--- src/rtl/rf_pkg.sv ---
// Register-file write-port sharing: widths, types and write-source encoding
// shared by the writeback arbiter and its scoreboard.
package rf_pkg;

    localparam int REG_ADDR_W = 5;
    localparam int REG_DATA_W = 32;
    localparam int NUM_REGS   = 32;

    typedef logic [REG_ADDR_W-1:0] reg_addr_t;
    typedef logic [REG_DATA_W-1:0] reg_data_t;

    typedef enum logic {
        SRC_WB = 1'b0,
        SRC_LU = 1'b1
    } wb_src_e;

endpackage

--- src/rtl/regfile_wb_arbiter_scoreboard.sv ---
// Pending-write scoreboard for long-latency results.
// Ports: set (issue), clear (LU write landing), rs1/rs2 busy lookups, popcount.
module rf_scoreboard
    import rf_pkg::*;
#(
    parameter int ADDR_W   = REG_ADDR_W,
    parameter int NUM_REGS = 2 ** ADDR_W
) (
    input  logic              clock,
    input  logic              reset_n,
    input  logic              set_en,
    input  logic [ADDR_W-1:0] set_addr,
    input  logic              clr_en,
    input  logic [ADDR_W-1:0] clr_addr,
    input  logic [ADDR_W-1:0] rs1_addr,
    input  logic [ADDR_W-1:0] rs2_addr,
    output logic              rs1_busy,
    output logic              rs2_busy,
    output logic [ADDR_W:0]   pending_count
);

    logic [NUM_REGS-1:0] pending_q;
    logic [NUM_REGS-1:0] pending_d;

    // Set is applied after clear: a new issue to a register whose
    // previous result lands on the same edge keeps it outstanding.
    always_comb begin
        pending_d = pending_q;
        if (clr_en)
            pending_d[clr_addr] = 1'b0;
        if (set_en)
            pending_d[set_addr] = 1'b1;
        pending_d[0] = 1'b0;
    end

    always_ff @(posedge clock or negedge reset_n) begin
        if (!reset_n)
            pending_q <= '0;
        else
            pending_q <= pending_d;
    end

    assign rs1_busy = pending_q[rs1_addr] & (rs1_addr != '0);
    assign rs2_busy = pending_q[rs2_addr] & (rs2_addr != '0);

    always_comb begin
        pending_count = '0;
        for (int i = 0; i < NUM_REGS; i++)
            pending_count = pending_count + {{ADDR_W{1'b0}}, pending_q[i]};
    end

endmodule

--- src/rtl/regfile_wb_arbiter.sv ---
// Shares the register-file write port between WB and the long-latency unit.
// Ports: wb_*/lu_* handshakes, issue_*, rs*_busy/stall, rf_write_*, grant_src.
module regfile_wb_arbiter
    import rf_pkg::*;
#(
    parameter int ADDR_W   = REG_ADDR_W,
    parameter int DATA_W   = REG_DATA_W,
    parameter int NUM_REGS = 2 ** ADDR_W,
    parameter int ARB_MODE = 1
) (
    input  logic              clock,
    input  logic              reset_n,
    input  logic              wb_valid,
    output logic              wb_ready,
    input  logic [ADDR_W-1:0] wb_addr,
    input  logic [DATA_W-1:0] wb_data,
    input  logic              lu_valid,
    output logic              lu_ready,
    input  logic [ADDR_W-1:0] lu_addr,
    input  logic [DATA_W-1:0] lu_data,
    input  logic              issue_valid,
    input  logic [ADDR_W-1:0] issue_addr,
    input  logic [ADDR_W-1:0] rs1_addr,
    input  logic [ADDR_W-1:0] rs2_addr,
    output logic              rs1_busy,
    output logic              rs2_busy,
    output logic              stall,
    output logic              rf_write_enable,
    output logic [ADDR_W-1:0] rf_write_addr,
    output logic [DATA_W-1:0] rf_write_data,
    output logic              grant_src,
    output logic [ADDR_W:0]   pending_count
);

    wb_src_e           last_grant;
    wb_src_e           grant_q;
    logic              wb_win;
    logic              lu_win;
    logic [ADDR_W-1:0] sel_addr;
    logic [DATA_W-1:0] sel_data;

    // WB takes the port when alone, always in fixed mode, and in
    // round-robin mode when LU had the previous grant.
    always_comb begin
        wb_win = wb_valid &
                 (!lu_valid || (ARB_MODE == 0) || (last_grant == SRC_LU));
        lu_win = lu_valid & !wb_win;
    end

    assign wb_ready = wb_win;
    assign lu_ready = lu_win;
    assign sel_addr = lu_win ? lu_addr : wb_addr;
    assign sel_data = lu_win ? lu_data : wb_data;

    always_ff @(posedge clock or negedge reset_n) begin
        if (!reset_n) begin
            rf_write_enable <= 1'b0;
            rf_write_addr   <= '0;
            rf_write_data   <= '0;
            grant_q         <= SRC_WB;
            last_grant      <= SRC_LU;
        end else if (wb_win || lu_win) begin
            // x0 writes still handshake but never reach the array
            rf_write_enable <= (sel_addr != '0);
            rf_write_addr   <= sel_addr;
            rf_write_data   <= sel_data;
            grant_q         <= lu_win ? SRC_LU : SRC_WB;
            last_grant      <= lu_win ? SRC_LU : SRC_WB;
        end else begin
            rf_write_enable <= 1'b0;
        end
    end

    assign grant_src = grant_q;

    rf_scoreboard #(
        .ADDR_W   (ADDR_W),
        .NUM_REGS (NUM_REGS)
    ) u_scoreboard (
        .clock         (clock),
        .reset_n       (reset_n),
        .set_en        (issue_valid),
        .set_addr      (issue_addr),
        .clr_en        (rf_write_enable & (grant_q == SRC_LU)),
        .clr_addr      (rf_write_addr),
        .rs1_addr      (rs1_addr),
        .rs2_addr      (rs2_addr),
        .rs1_busy      (rs1_busy),
        .rs2_busy      (rs2_busy),
        .pending_count (pending_count)
    );

    assign stall = rs1_busy | rs2_busy;

endmodule

--- config.mk ---
export PLATFORM = sky130hd
export DESIGN_NAME = regfile_wb_arbiter
export DESIGN_NICKNAME = d
export VERILOG_FILES = /design/src/rtl/rf_pkg.sv /design/src/rtl/regfile_wb_arbiter_scoreboard.sv /design/src/rtl/regfile_wb_arbiter.sv
export SDC_FILE = /design/constraint.sdc
export NUM_CORES = 1
export LEC_CHECK = 0
export CAP_MARGIN = 20
export CORE_MARGIN = 5
export CORE_UTILIZATION = 30
export DETAILED_ROUTE_END_ITERATION = 8
export HOLD_SLACK_MARGIN = 0.1
export PLACE_DENSITY_LB_ADDON = 0.3
export SKIP_CTS_REPAIR_TIMING = 1
export SLEW_MARGIN = 10
export SYNTH_ARGS = -nofsm -noshare
export SYNTH_HDL_FRONTEND = slang
export SYNTH_SLANG_ARGS = --single-unit
--- constraint.sdc ---
create_clock -name clock -period 7.9 [get_ports clock]
set_input_delay 1.58 -clock clock [delete_from_list [all_inputs] [get_ports clock]]
set_output_delay 1.58 -clock clock [all_outputs]
set_load 0.02 [all_outputs]
Word-level counts from Yosys, hierarchy flattened --
Index checks and enable logic that the tools add are counted.
Cells by class: equal/unequal tests 0, div/mod/pow operators 0, $mul 0, bitwise operators 9, reduce and logical (&&, ||, !) cells 9, shifts and indexed selects 0, magnitude comparators 6, $add $sub $neg 30, multiplexer cells 14
Operators with widths (count):
- $add A6 B1 Y6 | 29
- $mux W32 | 3
- $and A32 B32 Y32 | 1
- $not A32 Y32 | 1
- $or A32 B32 Y32 | 1
- $lt A5 B6 Y1 const B | 4
- $reduce_bool A5 Y1 | 3
- $bmux W1 S5 | 2
- $demux W1 S5 | 2
- $ge A5 B1 Y1 const B | 2
- $mux W1 | 6
- $and A1 B1 Y1 | 5
- $mux W5 | 1
- $add A1 B1 Y2 | 1
- $logic_and A1 B1 Y1 | 2
- $logic_not A1 Y1 | 2
- $logic_or A1 B1 Y1 | 2
- $or A1 B1 Y1 | 1
Word-level totals: ROM bits 0, bits in registers 71, output and inout bits 50, memories kept 0, input port bits 94, bits in writable memories 0, latch bits 0

Longest topological paths before layout --
depth after elaboration 30, depth in mapped cells 17, mapped depth without buffers 17

Cells and area by module --
A second synthesis with hierarchy kept.
Second synthesis, totals: cells, all modules 412, area total of the unflattened synthesis 4738.3 µm²
Modules (own cells, without submodules):
- rf_scoreboard | area an instance 2670.1 µm², cells each 264, instances 1, sequential area each 775.7 µm²
- regfile_wb_arbiter | area an instance 2068.2 µm², cells each 148, instances 1, sequential area each 1002.2 µm²

Worst setup path before layout --
Ideal clock, no wire load.
kind register -> output, start point register u_scoreboard.pending_q[1], end point output pending_count[4], required time 6.320 ns, arrival time 4.771 ns, cell stages (with the launch flop) 17, slack 1.549 ns, cell sequence dfrtp_1 ha_1 inv_1 fa_1 fa_1 fa_1 fa_1 fa_1 fa_1 inv_1 ha_1 inv_1 fa_1 inv_1 a21o_1 a21oi_1 xnor2_1
Between the ends: cells in the longest elaborated chain, start to end 30
Ends and longest elaborated chain:
- start: declaration | RTL line regfile_wb_arbiter_scoreboard.sv:22 | logic [NUM_REGS-1:0] pending_q;
- start signal: assignment | RTL line regfile_wb_arbiter_scoreboard.sv:40 | pending_q <= pending_d;
- $add A1 B1 Y2 | RTL line regfile_wb_arbiter_scoreboard.sv:49 | pending_count = pending_count + {{ADDR_W{1'b0}}, pending_q[i]};
- $add A6 B1 Y6 (29 in series) | RTL line regfile_wb_arbiter_scoreboard.sv:49
- end: declaration | RTL line regfile_wb_arbiter.sv:32 | output logic [ADDR_W:0] pending_count
No other way between the ends.

Final worst setup path --
start point register u_scoreboard.pending_q[1], end point output pending_count[5]
Same word-level chain as after synthesis.

==> flow_summary_export.csv <==
group,metric,value,unit
run_status,outcome,"finished clean",
run,drv_cap,0,
setup_path,crit_arrival,5670,ps
global_routing,grt.total_usage,16.15,%
setup_path,cp.depth,17,
clock_network,cts_num_sinks,71,
global_routing,grt-ovfl-total,0,
logic_synthesis,netlist_area,0.004840,mm2
timing,max-slew-margin-rel,40.45,%
detailed_routing,drtPass1Iterations,5,
final_layout,fillers,1554,
final_layout,drive_above_1_share,5.405,%
final_layout,diodes,0,
clock_network,path_clk_slew,50,ps
global_routing,grt_pass1_vias,4787,
logic_synthesis,synthCells,537,
worst_hold_path,min-delay-start,"u_scoreboard.pending_q[29]",
timing,finalHoldViolations,0,
timing,fin_crit,7246,ps
setup_path,cp_top_family,"adder cells",
timing,max_freq,138.0,MHz
place,hpwl,10.95,mm
logic_synthesis,yosys_warnings,0,
clock_network,cts_root_buffer,"clkbuf_16",
logic_synthesis,synth-main-ff-cell,"dfrtp_1",
clock_network,cts_max_level,3,
clock_network,cts_tree,"built",
global_routing,grt_pass1_wl,24.11,mm
floorplan,core_area,0.01583,mm2
setup_path,crit_fanout,4,
final_layout,area_delta_synth_final,38.16,%
timing,skew,7.181,ps
detailed_routing,wl_per_cell,16.73,um
setup_path,cp_cell_sequence,"ha_1, inv_1, fa_1, fa_1, fa_1, inv_1, fa_1, fa_1, inv_1, fa_1, inv_1, ha_1, a21o_1, a21oi_1, nor2b_1, o21a_1, clkdlybuf4s50_1",
worst_hold_path,whs_endpoint,"u_scoreboard.pending_q[29]",
place,gp_congestion,0.8703,
clock_network,clk_latency,330,ps
logic_synthesis,synth_top_family_by_area,"compound AO/OA/AOI/OAI gates",
setup_path,cp_common_cell,"fa_1",
global_routing,grt_max_degree,97,
setup_path,crit_required,6320,ps
logic_synthesis,synth.distinct_cells,48,
timing,rsz0062_at_grt,"false",
floorplan,die_area,0.01877,mm2
logic_synthesis,syn_nets,663,
logic_synthesis,synth_edf_count,0,
timing,drv_slew,0,
floorplan,rows,46,
logic_synthesis,synth_xor_area_share,0.5429,%
detailed_routing,ant_nets,0,
detailed_routing,totalWireLength,14.75,mm
logic_synthesis,synthMuxAreaShare,7.135,%
clock_network,cts_max_path_buffers,2,
place,numPortBuffers,143,
logic_synthesis,synth-adder-area-share,11.84,%
floorplan,start_util,30.58,%
logic_synthesis,avgSynthCellArea,9.012,um2
floorplan,die_h,137.0,um
setup_path,start_kind,"flop",
floorplan,die-width,137.0,um
logic_synthesis,synth_compound_area_share,24.22,%
global_routing,antenna_found_initial,0,
setup_path,r2r-end,"rf_write_data[25]",
worst_hold_path,worstHoldPathCells,2,
setup_path,end_kind,"output pin",
setup_path,slowest_delay,600,ps
logic_synthesis,yosys.area_share.simple,9.928,%
setup_path,r2r_start,"last_grant",
detailed_routing,num_vias,4542,
timing,setup_tns,0,ps
worst_hold_path,worstHoldPathType,"reg2reg",
clock_network,cts_buffers,9,
timing,min_period_over_period,91.73,%
setup_path,worstSetupPathType,"reg2out",
floorplan,io_pins,144,
detailed_routing,viasPerCell,5.150,
logic_synthesis,synth_seq_cells,71,
logic_synthesis,async_flop_share,100.0,%
setup_path,rr_worst_depth,5,
final_layout,final_nets,787,
setup_path,crit_buf_inv,5,
detailed_routing,drc_errors,0,
detailed_routing,drtIter0Drc,216,
setup_path,critPathSlowestCell,"fa_1",
logic_synthesis,seq_area_frac_synth,36.74,%
timing,tightest_slew,893.2,ps
timing,setup_violations,0,
setup_path,r2r_slack,5600,ps
==> metal layers <==
metal,share of wire [%],up-vias,track usage [%]
met5,0,-,0
li1,-,2155,-
met2,45,214,24.85
met3,10,16,5.662
met1,44,2157,21.24
met4,1.7,0,5.322
==> metrics by stage <==
stage                     hold WS, ps  std cells  area [um2]  worst slack, ps  utilization (%)
final                           534.6        882        6686            653.6            42.25
after global routing            573.3        882        6686            359.3            42.25
after CTS                       526.0        882        6686            590.0            42.25
after detailed placement        513.8        866        6409            957.1            40.49
after global placement          497.3        866        6409             1051            40.49
after floorplan                 473.9        537        4840             1549                -
==> tightest hold or removal path, stage by stage (launching register included) <==
cell and delay, ps:
dfrtp_1 340, o21ai_0 70, o21ai_0 80
==> registers in the layout, summed over array words and instances (netlist names) <==
register	count
grant_src	1
rf_write_data	32
u_scoreboard.pending_q	31
rf_write_enable	1
last_grant	1
rf_write_addr	5
==> layout make-up <==
class | instances | area, um2 | area share [%]
multi-input combinational | 349 | 2597 | 38.85
sequential | 71 | 1778 | 26.59
inverter | 83 | 311.5 | 4.659
tap | 216 | 270.3 | 4.042
timing repair buffer | 147 | 1451 | 21.71
clock buffer | 13 | 260.3 | 3.892
clock inverter | 3 | 17.52 | 0.2620
==> worst max-delay path by stage <==
stage | start | end | slack (ps)
floorplan | u_scoreboard.pending_q[1] | pending_count[4] | 1550
global placement | u_scoreboard.pending_q[1] | pending_count[5] | 1050
detailed placement | u_scoreboard.pending_q[1] | pending_count[5] | 960
CTS | u_scoreboard.pending_q[1] | pending_count[5] | 590
global route | u_scoreboard.pending_q[1] | pending_count[5] | 360
finish | u_scoreboard.pending_q[1] | pending_count[5] | 650
==> cells in the final DEF, fill, tap and decap left out, types with 5 or more instances in the layout <==
cell type / n
clkdlybuf4s50_1: 141
inv_1: 83
dfrtp_1: 70
o21ai_0: 64
nor2_1: 39
a21oi_1: 34
a31oi_1: 34
o22ai_1: 34
fa_1: 23
nand2_1: 16
mux2i_1: 15
ha_1: 9
clkbuf_16: 9
nand3b_1: 8
nor2b_1: 7
o221a_2: 5
==> synth_stat cells, types with 3 or more instances <==
| cell | n | share of area, % |
|---|---|---|
| inv_1 | 83 | 6.4 |
| dfrtp_1 | 70 | 36 |
| o21ai_0 | 64 | 6.6 |
| nor2_1 | 39 | 3.0 |
| a21oi_1 | 34 | 3.5 |
| a31oi_1 | 34 | 4.4 |
| o22ai_1 | 34 | 4.4 |
| fa_1 | 23 | 9.5 |
| clkbuf_1 | 16 | 1.2 |
| nand2_1 | 16 | 1.2 |
| mux2i_1 | 15 | 3.1 |
| ha_1 | 9 | 2.3 |
| buf_1 | 8 | 0.62 |
| buf_2 | 8 | 0.83 |
| nand3b_1 | 8 | 1.2 |
| nor2b_1 | 7 | 0.90 |
| o221a_2 | 5 | 1.2 |
| mux2_1 | 4 | 0.93 |
| or3b_2 | 4 | 0.72 |
| nand3_1 | 3 | 0.31 |
| or3_1 | 3 | 0.39 |
| xnor2_1 | 3 | 0.54 |
==> cell families after synthesis <==
group | Yosys count
flip-flops | 71
buffers and inverters | 117
XOR/XNOR | 3
AND/OR/NAND/NOR | 93
adder cells (fa/ha/maj) | 32
multiplexers | 27
AO/OA/AOI/OAI | 194
Power is left out: the tool's default activity adds up to more than one toggle a clock period on the data nets, which glitch-free logic cannot reach.
